[config.mk]
export PLATFORM = sky130hd
export DESIGN_NAME = ras_ckpt
export DESIGN_NICKNAME = d
export VERILOG_FILES = /design/src/rtl/ras_ckpt.sv
export SDC_FILE = /design/constraint.sdc
export NUM_CORES = 1
export LEC_CHECK = 0
export CAP_MARGIN = 5
export CORE_MARGIN = 3
export CORE_UTILIZATION = 59
export CTS_CLUSTER_DIAMETER = 40
export DETAILED_ROUTE_END_ITERATION = 8
export PLACE_DENSITY = 0.8
export SETUP_SLACK_MARGIN = 0.02
export SLEW_MARGIN = 20
export SYNTH_ARGS = -nofsm -noshare
export SYNTH_HDL_FRONTEND = slang
export SYNTH_SLANG_ARGS = --single-unit
[constraint.sdc]
create_clock -name CLK -period 3.8 [get_ports CLK]
set_input_delay 0.76 -clock CLK [delete_from_list [all_inputs] [get_ports CLK]]
set_output_delay 0.76 -clock CLK [all_outputs]
set_load 0.02 [all_outputs]
[src/rtl/ras_ckpt.sv]
// ras_ckpt -- parametrised return address stack with checkpoint restore.
//
// Circular stack of RAS_ENTRIES return targets for the fetch predictors.
// ptr points at the current top entry and count tracks valid entries,
// saturating at RAS_ENTRIES. A push onto a full stack silently overwrites
// the oldest entry. The {ras_index, ras_count} pair forms the checkpoint tag
// held by the checkpoint array and ROB. On a flush, that tag is driven back
// through the restore port. A push and a pop in the same cycle replace the
// top entry, which is the jalr call-return case.
//
// Ports:
//   CLK, RST        clock; synchronous active-high reset
//   push_valid      push request (call), with push_target
//   pop_valid       pop request (return)
//   pop_target      top-of-stack entry, combinational from array[ptr]
//   ras_index       top pointer (checkpoint tag)
//   ras_count       valid entry count 0..RAS_ENTRIES (checkpoint tag)
//   ras_empty       ras_count == 0
//   ras_underflow   registered, one cycle after a pop while empty
//   restore_valid   restore ptr/count from restore_index/restore_count
//
// Optional feature, macro RAS_CKPT_STATS_EN:
//   stat_overflow_count   pushes made while full (saturating, 16 bit)
//   stat_underflow_count  pop-only requests made while empty (saturating)
//   Both counters are cleared by RST and are not affected by restore.

module ras_ckpt #(
    parameter int RAS_ENTRIES      = 8,
    parameter int RAS_INDEX_WIDTH  = $clog2(RAS_ENTRIES),
    parameter int RAS_TARGET_WIDTH = 31
) (
    input  logic                        CLK,
    input  logic                        RST,
    input  logic                        push_valid,
    input  logic [RAS_TARGET_WIDTH-1:0] push_target,
    input  logic                        pop_valid,
    output logic [RAS_TARGET_WIDTH-1:0] pop_target,
    output logic [RAS_INDEX_WIDTH-1:0]  ras_index,
    output logic [RAS_INDEX_WIDTH:0]    ras_count,
    output logic                        ras_empty,
    output logic                        ras_underflow,
    input  logic                        restore_valid,
    input  logic [RAS_INDEX_WIDTH-1:0]  restore_index,
    input  logic [RAS_INDEX_WIDTH:0]    restore_count
`ifdef RAS_CKPT_STATS_EN
    ,
    output logic [15:0]                 stat_overflow_count,
    output logic [15:0]                 stat_underflow_count
`endif
);

    localparam logic [RAS_INDEX_WIDTH:0] LP_FULL = (RAS_INDEX_WIDTH+1)'(RAS_ENTRIES);

    logic [RAS_TARGET_WIDTH-1:0] r_mem [RAS_ENTRIES];
    logic [RAS_INDEX_WIDTH-1:0]  r_ptr;
    logic [RAS_INDEX_WIDTH:0]    r_count;
    logic                        r_underflow;

    logic                        w_full;
    logic                        w_empty;
    logic [RAS_INDEX_WIDTH-1:0]  w_ptr_inc;
    logic [RAS_INDEX_WIDTH-1:0]  w_ptr_dec;
    logic [RAS_INDEX_WIDTH:0]    w_restore_cnt;

    assign w_full        = (r_count == LP_FULL);
    assign w_empty       = (r_count == '0);
    // Pointer width equals log2(depth), so natural wrap gives mod RAS_ENTRIES.
    assign w_ptr_inc     = r_ptr + 1'b1;
    assign w_ptr_dec     = r_ptr - 1'b1;
    assign w_restore_cnt = (restore_count > LP_FULL) ? LP_FULL : restore_count;

    assign pop_target    = r_mem[r_ptr];
    assign ras_index     = r_ptr;
    assign ras_count     = r_count;
    assign ras_empty     = w_empty;
    assign ras_underflow = r_underflow;

    always_ff @(posedge CLK) begin
        if (RST) begin
            r_ptr       <= '0;
            r_count     <= '0;
            r_underflow <= 1'b0;
            for (int i = 0; i < RAS_ENTRIES; i++) begin
                r_mem[i] <= '0;
            end
        end else begin
            r_underflow <= 1'b0;
            if (restore_valid) begin
                // Array contents are left as they are; entries overwritten
                // after the checkpoint was taken stay overwritten.
                r_ptr   <= restore_index;
                r_count <= w_restore_cnt;
            end else if (push_valid && pop_valid) begin
                // Replace the top in place; an empty stack becomes one entry.
                r_mem[r_ptr] <= push_target;
                if (w_empty) begin
                    r_count <= (RAS_INDEX_WIDTH+1)'(1);
                end
            end else if (push_valid) begin
                r_ptr            <= w_ptr_inc;
                r_mem[w_ptr_inc] <= push_target;
                if (!w_full) begin
                    r_count <= r_count + 1'b1;
                end
            end else if (pop_valid) begin
                if (!w_empty) begin
                    r_ptr   <= w_ptr_dec;
                    r_count <= r_count - 1'b1;
                end else begin
                    r_underflow <= 1'b1;
                end
            end
        end
    end

`ifdef RAS_CKPT_STATS_EN
    logic [15:0] r_stat_ovf;
    logic [15:0] r_stat_unf;

    assign stat_overflow_count  = r_stat_ovf;
    assign stat_underflow_count = r_stat_unf;

    // Only a push-only that actually loses the oldest entry counts as an
    // overflow; a replace never drops an entry. Restore cycles ignore
    // push/pop, so they never count.
    always_ff @(posedge CLK) begin
        if (RST) begin
            r_stat_ovf <= '0;
            r_stat_unf <= '0;
        end else if (!restore_valid) begin
            if (push_valid && !pop_valid && w_full && (r_stat_ovf != 16'hFFFF)) begin
                r_stat_ovf <= r_stat_ovf + 16'd1;
            end
            if (pop_valid && !push_valid && w_empty && (r_stat_unf != 16'hFFFF)) begin
                r_stat_unf <= r_stat_unf + 16'd1;
            end
        end
    end
`endif

endmodule

Word level (Yosys, flattened, before mapping):

Memories as Yosys holds them, arrays and structs flattened. A register that Yosys moved wholly into a read port is not among the register bits.
Index checks and enable logic that the tools add are counted.

* flip-flop bits (word level): 8
* bits in latches: 0
* RAM bits: 248
* memory bits (read-only): 0
* memories: 1

Memories
* r_mem: words 8, bits a word 31, read ports 1, clocked after memory_dff 1, wr ports 8, RTL line 54 `logic [RAS_TARGET_WIDTH-1:0] r_mem [RAS_ENTRIES];`

* $add $sub $neg: 4
* multiply operators: 0
* div/mod/pow operators: 0
* magnitude comparators: 1
* eq/ne operators: 6
* shift-type cells: 0
* mux-type cells: 33
* bitwise gates (word level): 1
* reduce and logical (&&, ||, !) cells: 9

Operators by type and width (count)
* two-way mux 31 bit: 2
* OR reduction 31 bit: 2
* two-way mux 4 bit: 8
* two-way mux 3 bit: 9
* two-way mux 1 bit: 14
* OR reduction 5 bit: 1
* adder 4 x 1 -> 4 bit, second input constant: 1
* == test 4 bit, second input constant: 1
* > comparator 4 bit, second input constant: 1
* logical NOT 4 bit: 1
* != test 4 x 2 -> 1 bit, second input constant: 1
* != test 4 x 3 -> 1 bit, second input constant: 1
* AND reduction 4 bit: 1
* nonzero test 4 bit: 1
* subtractor 4 x 1 -> 4 bit, second input constant: 1
* adder 3 x 1 -> 3 bit, second input constant: 1
* != test 3 x 2 -> 1 bit, second input constant: 1
* != test 3 bit, second input constant: 1
* AND reduction 3 bit: 1
* nonzero test 3 bit: 1
* subtractor 3 x 1 -> 3 bit, second input constant: 1
* != test 2 bit, second input constant: 1
* logical AND 1 bit: 1
* NOT 1 bit: 1

Logic depth before layout (Yosys ltp):

Gate-level depths: netlist (run 1).

* word-level depth: 8
* gate-level depth with buffers: 8
* mapped depth without buffers: 6

Worst setup path before layout (run 1):

Ideal clock, no wire load.

* path type: input to register
* start: in pop_valid
* end: mem r_mem[4][0] (enable)
* arrival time: 2.557 ns
* slack: 0.854 ns
* stages on the path: 5
* path buffers: 1
* path through: buf_2 -> nand3b_1 -> or3_4 -> a21oi_4 -> or2_1

RTL lines
* start: declaration: RTL line 36 `input logic pop_valid,`
* end: declaration: RTL line 54

==> results of run 1 <==
==> cells by family after synthesis <==
family	Yosys count
compound gates	34
xor+xnor	4
fa+ha+maj	5
buf+inv	57
flops	259
mux	93
simple gates	293
==> flip-flops by register name, summed over array words and instances, names as in the netlist, named ones only <==
| signal | flops |
|---|---|
| ras_count | 4 |
| ras_index | 3 |
| ras_underflow | 1 |
| r_mem | 248 |
==> metal layers <==
layer  part of all wire (%)  vias to the layer above  wire length (um)
li1                       -                     2979                 -
met1                     40                     3409              9880
met2                     52                      259             12800
met3                    6.8                       34              1680
met4                    1.9                        0               466
met5                      0                        -                 0
==> worst max-delay path: stages, from the launching register on <==
cell,delay (ns)
dfxtp_4,0.47
buf_12,0.30
mux4_2,0.60
mux2_2,0.28
clkdlybuf4s50_1,0.53
==> through the flow <==
stage	worst slack [ns]	cells
floorplan	0.854	745
global placement	0.770	1076
detailed placement	0.694	1076
CTS	0.237	1132
global route	0.139	1132
finish	0.301	1132
==> where the power goes <==
group / total [mW] / internal, mW / switching (mW)
Clock: 2.95 / 1.83 / 1.11
Sequential: 3.32 / 3.26 / 0.0603
Combinational: 0.832 / 0.411 / 0.421
==> placed cells by master, fill, tap and decap left out, drive strengths merged, types with 2 or more instances in the layout <==
| master | Yosys | layout |
|---|---|---|
| and2 | 248 | 248 |
| clkinv | 0 | 13 |
| ha | 4 | 4 |
| nand3 | 4 | 4 |
| clkbuf | 15 | 33 |
| mux4 | 62 | 62 |
| nor3b | 4 | 4 |
| inv | 9 | 13 |
| edfxtp | 248 | 248 |
| and3b | 3 | 3 |
| a21oi | 11 | 11 |
| mux2 | 31 | 31 |
| buf | 33 | 32 |
| clkdlybuf4s50 | 0 | 82 |
| nand2b | 3 | 3 |
| nor3 | 10 | 10 |
| o21ai | 8 | 8 |
| a211oi | 2 | 2 |
| nand2 | 5 | 5 |
| dfxtp | 11 | 11 |
| nand3b | 2 | 2 |
| a2bb2oi | 2 | 2 |
| or2 | 9 | 9 |
| bufinv | 0 | 5 |
| xnor2 | 3 | 3 |
==> worst min path at each step <==
stage                         to          from  slack (ns)  cells after the start
CTS                 ras_count[0]  ras_count[0]        0.59                      2
detailed placement  ras_count[0]  ras_count[0]        0.58                      2
global placement    ras_count[0]  ras_count[0]        0.55                      2
finish              ras_count[0]  ras_count[0]        0.60                      2
floorplan           ras_count[0]  ras_count[0]        0.60                      2
global route        ras_count[0]  ras_count[0]        0.63                      2
==> layout make-up <==
class	count	area share [%]
sequential	259	54.2
multi-input combinational	429	28.0
timing repair buffer	114	7.77
clock buffer	33	5.54
tap	265	2.34
clock inverter	23	1.84
inverter	9	0.239
==> flow_summary_export.csv, run 1 <==
group,metric,value,unit
die,fp.dieH,148,um
yosys,syn_nets,793,
sta,worstMarginPinSlew,0.564,ns
sta,slew_viol_final,0,
yosys,synth-compound-area-share,2.24,%
yosys,synth-main-ff-cell,"edfxtp_1",
sta,final.period_utilization,92.1,%
die,start_util,60.7,%
sta,skew,0.0120,ns
die,ios,83,
power,total_power,7.09,mW
yosys,synth_top_area_share,62.2,%
grt,grt_pass1_vias,7210,
drt,drc,0,
yosys,syn_area_per_cell,16.1,um^2
yosys,synthXorXnorAreaFrac,0.293,%
power,cellPowerDensity,501,nW/um^2
yosys,seq_area_frac_synth,64.0,%
drt,vias,6681,
clocking,clock_path_buffers,3,
sta,fmax,286,MHz
die,core,19700,um^2
grt,grt_overflow,0,
setup_path,path_max_fanout,30,
sta,slew_headroom,62.3,%
yosys,synthTopCellsByArea,"edfxtp_1 62%, and2_1 13%, mux4_2 12%",
placed_design,postPlaceCellArea,13100,um^2
setup_path,r2r-end,"r_mem[2][7]",
outcome,outcome,"completed",
die,row_count,51,
power,peakVddDrop,0.414,mV
yosys,synth_seq_cells,259,
yosys,synth-simple-area-share,15.4,%
setup_path,endpoint,"pop_target[21]",
drt,ant_nets,0,
job,drv_cap,0,
setup_path,end_kind,"output port",
min_path,hp-class,"register to register",
sta,hold_violations,0,
die,die_w,148,um
sta,setup_viol,0,
yosys,ys_warn_count,0,
yosys,synth_cell_type_count,45,
drt,wl_per_cell,22.0,um
setup_path,worst_ep_arrival_time,2.74,ns
placed_design,gp_congestion,0.800,
grt,busiest_layer,"met2",
yosys,synthCells,745,
yosys,synth_edf_count,248,
setup_path,required,3.04,ns
layout,final_area,14100,um^2
yosys,synth_top_family_by_area,"simple AND/OR/NAND/NOR gates",
grt,met2_usage,39.9,%
yosys,synth.area.mux_share,14.6,%
drt,routed_wl,24900,um
layout,fillerInstances,1214,
drt,drt-initial-drc-count,412,
clocking,cts_tree,"yes",
layout,final_core_util,71.7,%
drt,drtPass1Iterations,5,
clocking,clk_latency,0.54,ns
setup_path,reg2reg_depth,7,
clocking,cts_setup_buffers,0,
clocking,root_buffer,"clkbuf_16",
yosys,yosys.area.top_type,"edfxtp_1",
clocking,ctsResizeCount,0,
layout,layout-drive-gt1-share,21.6,%
clocking,hold_buffers,0,
clocking,cts-htree-levels,1,
clocking,cts_sinks,259,
yosys,synth_common_cells,"248 x and2_1, 248 x edfxtp_1, 62 x mux4_2, 31 x mux2_2, 20 x buf_2",
setup_path,worstReg2RegStart,"ras_index[0]",
layout,diodes,0,
grt,met1_usage,30.7,%
placed_design,hpwl,15000,um
layout,multi_input_area,3970,um^2
layout,area_delta_synth_final,18.2,%
setup_path,worstSetupPathType,"register to output port",
grt,grt_start_max_net_pins,54,
sta,whs,0.600,ns
grt,antenna_found_initial,0,
grt,grt_pass1_wl,39300,um
clocking,path_clk_slew,0.06,ns
grt,grt_usage,23.1,%
sta,finalSetupTns,0,ns
yosys,synth_area,12000,um^2
grt,met3_usage,4.08,%
clocking,cts_buffers,31,
die,dieArea,22000,um^2
sta,rsz0062_at_grt,"no",
power,p_leak,5.15,nW
layout,nets,892,
layout,final-seq-area,7670,um^2
sta,period_needed,3.50,ns
drt,vias_per_cell,5.90,
yosys,async_flop_share,0,%
placed_design,io_buffers,82,
yosys,synthAdderAreaFrac,0.585,%
setup_path,worst-r2r-setup-slack,1.40,ns
setup_path,worstSetupStartpointType,"register",
(Power assumes the default switching activity.)
==> inputs of run 2 (changes only) <==
--- a/config.mk
+++ b/config.mk
@@ -7,11 +7,12 @@
 export LEC_CHECK = 0
 export CAP_MARGIN = 5
 export CORE_MARGIN = 3
-export CORE_UTILIZATION = 59
+export CORE_UTILIZATION = 54
 export CTS_CLUSTER_DIAMETER = 40
 export DETAILED_ROUTE_END_ITERATION = 8
-export PLACE_DENSITY = 0.8
+export PLACE_DENSITY = 0.74
 export SETUP_SLACK_MARGIN = 0.02
+export SKIP_CTS_REPAIR_TIMING = 1
 export SLEW_MARGIN = 20
 export SYNTH_ARGS = -nofsm -noshare
 export SYNTH_HDL_FRONTEND = slang
==> flow_summary_export.csv, run 2 (same netlist as run 1, synthesis figures left out) <==
group,metric,value,unit
outcome,outcome,"completed",
setup_path,worstReg2RegStart,"ras_index[0]",
grt,met1_usage,29.4,%
job,drv_cap,0,
layout,largest_register_ffs,248,
grt,grt_pass1_wl,40900,um
setup_path,worstSetupPathType,"register to output port",
drt,wl_per_cell,22.6,um
sta,setup_viol,0,
setup_path,worstSetupStartpointType,"register",
layout,mostFrequentLayoutCells,"248 x and2_1, 248 x edfxtp_1, 82 x clkdlybuf4s50_1, 62 x mux4_2",
die,core,21400,um^2
setup_path,path_common_cell,"buf_12",
power,peakVddDrop,0.416,mV
clocking,cts-htree-levels,1,
power,cellPowerDensity,499,nW/um^2
die,fp.dieH,155,um
grt,busiest_layer,"met2",
drt,drc,0,
layout,nets,895,
layout,area_delta_synth_final,18.9,%
grt,grt_pass1_vias,7363,
grt,met2_usage,38.8,%
sta,whs,0.619,ns
setup_path,crit_path_top_delay_cell,"dfxtp_2",
clocking,clk_latency,0.54,ns
power,p_leak,5.17,nW
clocking,path_clk_slew,0.05,ns
drt,ant_nets,0,
setup_path,cp_top_family,"buffers and inverters",
grt,met3_usage,3.09,%
drt,drt-initial-drc-count,468,
min_path,hold_depth,2,
sta,hold_violations,0,
clocking,cts_tree,"yes",
sta,finalSetupTns,0,ns
layout,finalNonFillerCells,1146,
sta,worstMarginPinSlew,0.521,ns
sta,slew_viol_final,0,
drt,vias_per_cell,5.83,
die,ios,83,
layout,diodes,0,
setup_path,required,3.04,ns
layout,layout-drive-gt1-share,22.0,%
clocking,cts_sinks,259,
die,dieArea,24000,um^2
die,start_util,55.9,%
setup_path,worst_ep_arrival_time,2.81,ns
placed_design,numPlacedInstances,1089,
drt,vias,6684,
min_path,hp-class,"register to register",
die,die_w,155,um
setup_path,path_max_fanout,22,
setup_path,reg2reg_depth,6,
layout,final_core_util,66.4,%
placed_design,gp_congestion,0.801,
sta,final.period_utilization,93.8,%
grt,antenna_found_initial,0,
clocking,root_buffer,"clkbuf_16",
sta,period_needed,3.57,ns
die,row_count,53,
setup_path,path_buf_inv,3,
clocking,clock_path_buffers,3,
drt,drtPass1Iterations,4,
placed_design,io_buffers,82,
grt,grt_start_max_net_pins,32,
sta,fmax,280,MHz
min_path,hold_end,"ras_count[0]",
sta,rsz0062_at_grt,"no",
sta,skew,0.0166,ns
layout,regMostFlops,"r_mem",
setup_path,end_kind,"output port",
min_path,hold_start,"ras_count[0]",
setup_path,worst-r2r-setup-slack,1.19,ns
grt,grt_overflow,0,
setup_path,r2r-end,"r_mem[5][28]",
setup_path,max_stage_delay,0.63,ns
setup_path,cp_cell_sequence,"buf_12 -> buf_12 -> mux4_2 -> mux2_2 -> clkdlybuf4s50_1",
placed_design,hpwl,15700,um
drt,routed_wl,25900,um
sta,slew_headroom,65.3,%
grt,grt_usage,22.1,%
clocking,cts_buffers,31,
==> run 2: cell type report <==
cell class,instances,area (um^2)
flip-flops and latches,259,7670
fillers,1492,7190
multi-input cells,429,3970
repair buffers,117,1170
clock buffers,37,818
well taps,275,344
clock inverters,20,221
inverters,9,33.8
==> run 2: per-layer routing <==
layer	wire, um	up-vias
li1	-	2986
met1	10700	3433
met2	13300	220
met3	1360	45
met4	568	0
met5	0	-
==> run 2: worst max-delay path by stage <==
stage	from	to	cells after the start
finish	register	pop_target[21]	5
global route	register	pop_target[21]	4
CTS	register	pop_target[1]	4
detailed placement	RST	r_mem[5][22]	7
global placement	restore_valid	r_mem[5][27]	6
floorplan	pop_valid	r_mem[4][0]	5
==> run 2: report_power, final <==
group,switching [mW],internal [mW],leakage [nW]
logic,0.421,0.420,2.02
registers,0.0674,3.25,2.65
clock network,1.13,1.81,0.505
==> run 2: stage by stage <==
step / power (mW) / area, um^2 / setup slack [ns]
after floorplan: 3.85 / 12000 / 0.854
after global placement: 4.20 / 13200 / 0.644
after detailed placement: 4.23 / 13200 / 0.618
after CTS: 7.15 / 14200 / 0.178
after global routing: 7.33 / 14200 / 0.102
final: 7.10 / 14200 / 0.235
==> run 2: worst min-delay path, delay by kind of cell, from the launching register on <==
kind	cells	cell delay (ns)
and+or+nand+nor	1	0.11
DFF	1	0.38
AOI/OAI and AO/OA	1	0.07
==> inputs of run 3 (changes only) <==
--- a/config.mk
+++ b/config.mk
@@ -5,7 +5,6 @@
 export SDC_FILE = /design/constraint.sdc
 export NUM_CORES = 1
 export LEC_CHECK = 0
-export CAP_MARGIN = 5
 export CORE_MARGIN = 3
 export CORE_UTILIZATION = 54
 export CTS_CLUSTER_DIAMETER = 40
==> results of run 3 <==
No change in the layout: final DEF, timing and power equal those of run 2.
